===== src/rtl/counter_ctrl_if.sv =====
// rtl/counter_ctrl_if.sv - command handshake interface for counter_ctrl
//
// Purpose: bundles the software command port (valid/ready handshake plus
// opcode and load data) into one interface.
// Signals:
//   cmd_valid  source -> sink  command present
//   cmd_ready  sink -> source  command can be accepted this cycle
//   cmd_op     source -> sink  00 START, 01 STOP, 10 CLEAR, 11 LOAD
//   cmd_data   source -> sink  load value, used by LOAD only
// Modports: master = command source, slave = counter_ctrl.

interface counter_ctrl_if #(
  parameter int WIDTH = 32
);
  logic             cmd_valid;
  logic             cmd_ready;
  logic [1:0]       cmd_op;
  logic [WIDTH-1:0] cmd_data;

  modport master (
    output cmd_valid,
    output cmd_op,
    output cmd_data,
    input  cmd_ready
  );

  modport slave (
    input  cmd_valid,
    input  cmd_op,
    input  cmd_data,
    output cmd_ready
  );
endinterface


===== src/rtl/counter_ctrl.sv =====
// rtl/counter_ctrl.sv - control sequencer for the free-running up-counter
//
// Purpose: start/stop/clear/load command handling, programmable terminal
// value, one-shot or auto-reload operation, sticky irq with overrun flag.
// Ports:
//   clk         in   rising-edge clock
//   rst_n       in   asynchronous active-low reset
//   cmd         slave modport of counter_ctrl_if (valid/ready/op/data)
//   cfg_period  in   terminal count, sampled live every cycle
//   cfg_reload  in   1 auto-reload, 0 one-shot
//   irq_ack     in   clears irq and ovr
//   count       out  current counter value
//   running     out  1 while state is RUN
//   irq         out  sticky terminal-count interrupt
//   ovr         out  sticky: terminal count hit while irq already set

module counter_ctrl #(
  parameter int WIDTH = 32
) (
  input  logic               clk,
  input  logic               rst_n,
  counter_ctrl_if.slave      cmd,
  input  logic [WIDTH-1:0]   cfg_period,
  input  logic               cfg_reload,
  input  logic               irq_ack,
  output logic [WIDTH-1:0]   count,
  output logic               running,
  output logic               irq,
  output logic               ovr
);

  localparam logic [1:0] OP_START = 2'b00;
  localparam logic [1:0] OP_STOP  = 2'b01;
  localparam logic [1:0] OP_CLEAR = 2'b10;
  localparam logic [1:0] OP_LOAD  = 2'b11;

  typedef enum logic [1:0] {
    S_IDLE  = 2'b00,
    S_RUN   = 2'b01,
    S_PAUSE = 2'b10,
    S_DONE  = 2'b11
  } state_t;

  state_t           state_q;
  state_t           state_d;
  logic [WIDTH-1:0] count_q;
  logic [WIDTH-1:0] count_d;
  logic             running_q;
  logic             irq_q;
  logic             irq_d;
  logic             ovr_q;
  logic             ovr_d;
  logic             accept;
  logic             terminal_evt;

  // A finished one-shot with an unacknowledged irq back-pressures software
  // so a pending START cannot silently discard the completion.
  assign cmd.cmd_ready = !((state_q == S_DONE) && irq_q);
  assign accept        = cmd.cmd_valid && cmd.cmd_ready;

  always_ff @(posedge clk or negedge rst_n) begin
    if (!rst_n) begin
      state_q   <= S_IDLE;
      count_q   <= '0;
      running_q <= 1'b0;
      irq_q     <= 1'b0;
      ovr_q     <= 1'b0;
    end else begin
      state_q   <= state_d;
      count_q   <= count_d;
      running_q <= (state_d == S_RUN);
      irq_q     <= irq_d;
      ovr_q     <= ovr_d;
    end
  end

  always_comb begin
    state_d      = state_q;
    count_d      = count_q;
    terminal_evt = 1'b0;

    if (accept) begin
      // An accepted command pre-empts the increment and terminal check.
      unique case (cmd.cmd_op)
        OP_START: begin
          if (state_q == S_DONE) begin
            state_d = S_RUN;
            count_d = '0;
          end else if (state_q != S_RUN) begin
            state_d = S_RUN;
          end
        end
        OP_STOP: begin
          if (state_q == S_RUN) begin
            state_d = S_PAUSE;
          end
        end
        OP_CLEAR: begin
          state_d = S_IDLE;
          count_d = '0;
        end
        OP_LOAD: begin
          count_d = cmd.cmd_data;
          if (state_q == S_DONE) begin
            state_d = S_PAUSE;
          end
        end
        default: begin
          state_d = state_q;
        end
      endcase
    end else if (state_q == S_RUN) begin
      if (count_q == cfg_period) begin
        terminal_evt = 1'b1;
        if (cfg_reload) begin
          count_d = '0;
        end else begin
          state_d = S_DONE;
        end
      end else begin
        // Natural wrap at all-ones is not a terminal event.
        count_d = count_q + WIDTH'(1);
      end
    end
  end

  // irq_ack and a terminal event in the same cycle: the event keeps irq
  // set, while ovr is only raised by an event that finds irq already set
  // and is not being acknowledged.
  always_comb begin
    irq_d = irq_q;
    ovr_d = ovr_q;
    if (irq_ack) begin
      irq_d = 1'b0;
      ovr_d = 1'b0;
    end
    if (terminal_evt) begin
      irq_d = 1'b1;
      if (irq_q && !irq_ack) begin
        ovr_d = 1'b1;
      end
    end
  end

  assign count   = count_q;
  assign running = running_q;
  assign irq     = irq_q;
  assign ovr     = ovr_q;

endmodule


===== src/flat_wrapper.sv =====
// flat-port wrapper written by rule: the top's interface ports become plain ports
module counter_ctrl_flat 
#(
  parameter int WIDTH = 32
)
  (clk, rst_n, cfg_period, cfg_reload, irq_ack, count, running, irq, ovr, cmd_cmd_valid, cmd_cmd_op, cmd_cmd_data, cmd_cmd_ready);
  counter_ctrl_if #(.WIDTH(WIDTH)) cmd_i ();
  input  logic clk;
  input  logic rst_n;
  input  logic [WIDTH-1:0] cfg_period;
  input  logic cfg_reload;
  input  logic irq_ack;
  output logic [WIDTH-1:0] count;
  output logic running;
  output logic irq;
  output logic ovr;
  input wire logic [$bits(cmd_i.cmd_valid)-1:0] cmd_cmd_valid;
  input wire logic [$bits(cmd_i.cmd_op)-1:0] cmd_cmd_op;
  input wire logic [$bits(cmd_i.cmd_data)-1:0] cmd_cmd_data;
  output wire logic [$bits(cmd_i.cmd_ready)-1:0] cmd_cmd_ready;
  assign cmd_i.cmd_valid = cmd_cmd_valid;
  assign cmd_i.cmd_op = cmd_cmd_op;
  assign cmd_i.cmd_data = cmd_cmd_data;
  assign cmd_cmd_ready = cmd_i.cmd_ready;
  counter_ctrl #(.WIDTH(WIDTH)) u_core (.clk(clk), .rst_n(rst_n), .cmd(cmd_i), .cfg_period(cfg_period), .cfg_reload(cfg_reload), .irq_ack(irq_ack), .count(count), .running(running), .irq(irq), .ovr(ovr));
endmodule

===== config.mk =====
export PLATFORM = sky130hd
export DESIGN_NAME = counter_ctrl_flat
export DESIGN_NICKNAME = d
export VERILOG_FILES = /design/src/rtl/counter_ctrl_if.sv /design/src/rtl/counter_ctrl.sv /design/src/flat_wrapper.sv
export SDC_FILE = /design/constraint.sdc
export NUM_CORES = 1
export LEC_CHECK = 0
export ABC_AREA = 1
export BUFFER_PORTS_ARGS = -buffer_cell sky130_fd_sc_hd__buf_2
export CAP_MARGIN = 20
export CORE_MARGIN = 5
export CORE_UTILIZATION = 35
export CTS_CLUSTER_SIZE = 20
export DETAILED_ROUTE_END_ITERATION = 12
export PLACE_DENSITY = 0.64
export SLEW_MARGIN = 20
export SYNTH_ARGS = -nofsm -noshare
export SYNTH_HDL_FRONTEND = slang
export SYNTH_SLANG_ARGS = --single-unit

===== constraint.sdc =====
create_clock -name clk -period 4.45 [get_ports clk]
set_input_delay 0.445 -clock clk [delete_from_list [all_inputs] [get_ports clk]]
set_output_delay 0.445 -clock clk [all_outputs]
set_load 0.02 [all_outputs]

==> reports/results.ini <==
[status]
status = complete, no violations

[sta]
fin_tns_setup_ns = 0
rsz0062_at_grt = no
relSlewSlack_pct = 41.7
fmax_mhz = 403
setup_viol = 0
drv_slew = 0
tightestPinTransition_ns = 0.874
fin_crit_ns = 2.48
hold_violations = 0
fin_crit_sh_pct = 55.8
skew_ns = 0.00867

[routing]
via_per_inst = 4.69
routedWlPerCell_um = 13.5
drtIter0Drc = 160
vias = 3842
ant_nets = 0
drt_first_pass_iters = 4
routed_wl_um = 11100
post-route-drc-count = 0

[final_layout]
final_core_util_pct = 43.0
seq_area_um2 = 926
n_antenna_cell = 0
area_delta_synth_final_pct = 21.7
final_area_mm2 = 0.00414
fin_nets = 758
multi_input_comb_area_mm2 = 0.00217
fill_cells = 1103
post_route_cells_drive_above_1_share_pct = 19.2

[global_routing]
grt_max_degree = 38
first_global_vias = 3664
overflow = 0
antenna_found_initial = 0
grt_usage_pct = 19.4
grt_pass1_wl_um = 18000

[placement]
dp_hpwl_um = 8550
routabilityCongestion = 0.913
portBuffers = 106
dpl-instance-area_mm2 = 0.00401

[worst_setup_path]
cp-end-kind = register
crit_type = reg2reg
worst_ep_arrival_time_ns = 2.68
crit_fanout = 33
worst_ep_required_time_ns = 4.64
startpoint_type = register

[pwr]
power_density_mw_per_mm2 = 288
ir_worst_vdd_mv = 0.140
p_leak_nw = 2.23

[floorplanning]
die_h_um = 109
pin_count = 107
start_util_pct = 35.3
rows = 36
die_w_um = 109
die_area_mm2 = 0.0118
core_area_mm2 = 0.00964

[clock_network]
htreeDepth = 2
numClockSinks = 37
insertion_delay_ns = 0.30
cts_buffer_depth = 2
numCtsBuffers = 5
clkSlewWorstSetupHoldPaths_ns = 0.09
postCtsHoldBufs = 0
cts_resized = 0
cts_tree = yes
root_buffer = clkbuf_8
post_cts_buffers = 0

[logic_synthesis]
avgSynthCellArea_um2 = 5.75
synth_cells = 592
ys_ff_latch = 37
ys_seq_area_share_pct = 27.2
synth_nets = 664
ys_warn_count = 0
synth_cell_type_count = 28
synth_area_mm2 = 0.00340

[min_path]
hp-class = in2async

[job]
drv_cap = 0

## kinds of logic (layout without fill, tap and decap cells)
family,Yosys count,after routing,share of synthesized area [%]
AOI/OAI and AO/OA,10,10,1.84
xor gates and xnor gates,35,35,9.01
adders and majority gates,1,1,0.368
buffers and inverters,76,171,9.19
DFF,37,37,27.2
and+or+nand+nor,433,433,52.4
## report_power, final
group	leakage (nW)	internal [W]	switching [W]
Sequential	0.495	0.000382	0.0000960
Clock	0.0543	0.000168	0.000142
Combinational	1.68	0.000159	0.000245
## flip-flops by register name, summed over array words and instances (netlist names)
signal	cells
u_core.irq	1
u_core.state_q	2
u_core.count	32
u_core.running	1
u_core.ovr	1
## Yosys cell counts (all sizes together)
master	n	area, µm²
a21boi	1	7.51
a21oi	3	15.0
buf	14	80.1
clkbuf	9	33.8
clkinv	9	33.8
dfrtp	37	926
ha	1	12.5
inv	44	165
nand2	281	1060
nand3	82	420
nand3b	2	15.0
nand4	4	25.0
nor2	61	241
nor3	3	15.0
o21ai	4	23.8
o21bai	1	7.51
o2bb2ai	1	8.76
xnor2	25	219
xor2	10	87.6
## metal layers
layer  share of wire, %  vias up  track usage [%]
met3                6.4       12             3.70
met5                  0        -                0
li1                   -     2012                -
met4                1.9        0             5.32
met2                 46      106             32.0
met1                 46     1712             25.9
## worst max-delay path: stages, from the launching register on
cell	delay, ns
dfrtp_1	0.47
xnor2_1	0.17
nand2_1	0.11
nor2_1	0.16
nand2_1	0.08
nor2_2	0.18
nand3_2	0.11
nand2_4	0.31
nand2_2	0.48
nand2_1	0.20
nand2_1	0.06
## stage by stage
step	hold slack, ns	power [W]	cells	setup slack [ns]
2_1_floorplan	0.149	0.000737	592	2.66
6_report	0.251	0.00119	820	1.97
3_5_place_dp	0.476	0.000893	811	1.90
3_3_place_gp	0.480	0.000885	811	1.93
4_1_cts	0.296	0.00120	819	1.95
5_1_grt	0.326	0.00128	820	1.70
## placed cells by master (no fill, tap or decap)
master	Yosys	final
ha_1	1	1
clkinvlp_4	0	1
a21boi_0	1	1
nor3_1	3	3
buf_8	0	1
nand3b_1	2	2
nand3_2	2	2
dfrtp_1	37	37
nand2_1	279	279
nand2_4	1	1
nor2_1	58	57
buf_4	4	3
clkinv_1	9	9
nor2_2	2	3
o21ai_0	2	2
inv_2	5	5
xor2_1	10	10
clkinv_4	0	1
nand4_1	4	4
inv_1	39	39
nand2_2	1	1
o21bai_1	1	1
xnor2_1	25	25
clkbuf_8	0	5
nor2_4	1	1
o21ai_1	1	1
bufinv_16	0	1
buf_2	10	106
o2bb2ai_1	1	1
nand3_1	80	80
o21ai_2	1	1
a21oi_1	3	3
## path summary, 6_finish.rpt
| check | slack (ns) | depth (start not counted) | to | from |
|---|---|---|---|---|
| hold reg to reg | 0.50 | 1 | u_core.ovr$_DFF_PN0_ | u_core.ovr$_DFF_PN0_ |
| min in group clk | 0.39 | 4 | u_core.irq$_DFFE_PN0P_ | irq_ack |
| hold / removal | 0.25 | 1 | u_core.count[18]$_DFFE_PN0P_ | rst_n |
| max in group asynchronous | 3.64 | 1 | u_core.count[29]$_DFFE_PN0P_ | rst_n |
| setup reg to reg | 1.97 | 10 | u_core.count[22]$_DFFE_PN0P_ | u_core.count[2]$_DFFE_PN0P_ |
| setup / recovery | 1.97 | 10 | u_core.count[22]$_DFFE_PN0P_ | u_core.count[2]$_DFFE_PN0P_ |
## final cells by class
class	count	share of cell area [%]
clock inverters	3	1.12
multi-input cells	479	52.3
repair buffers	110	13.7
well taps	133	4.02
clock buffers	5	1.66
inverters	53	4.81
flip-flops and latches	37	22.4
Power figures use the tool's default switching activity.
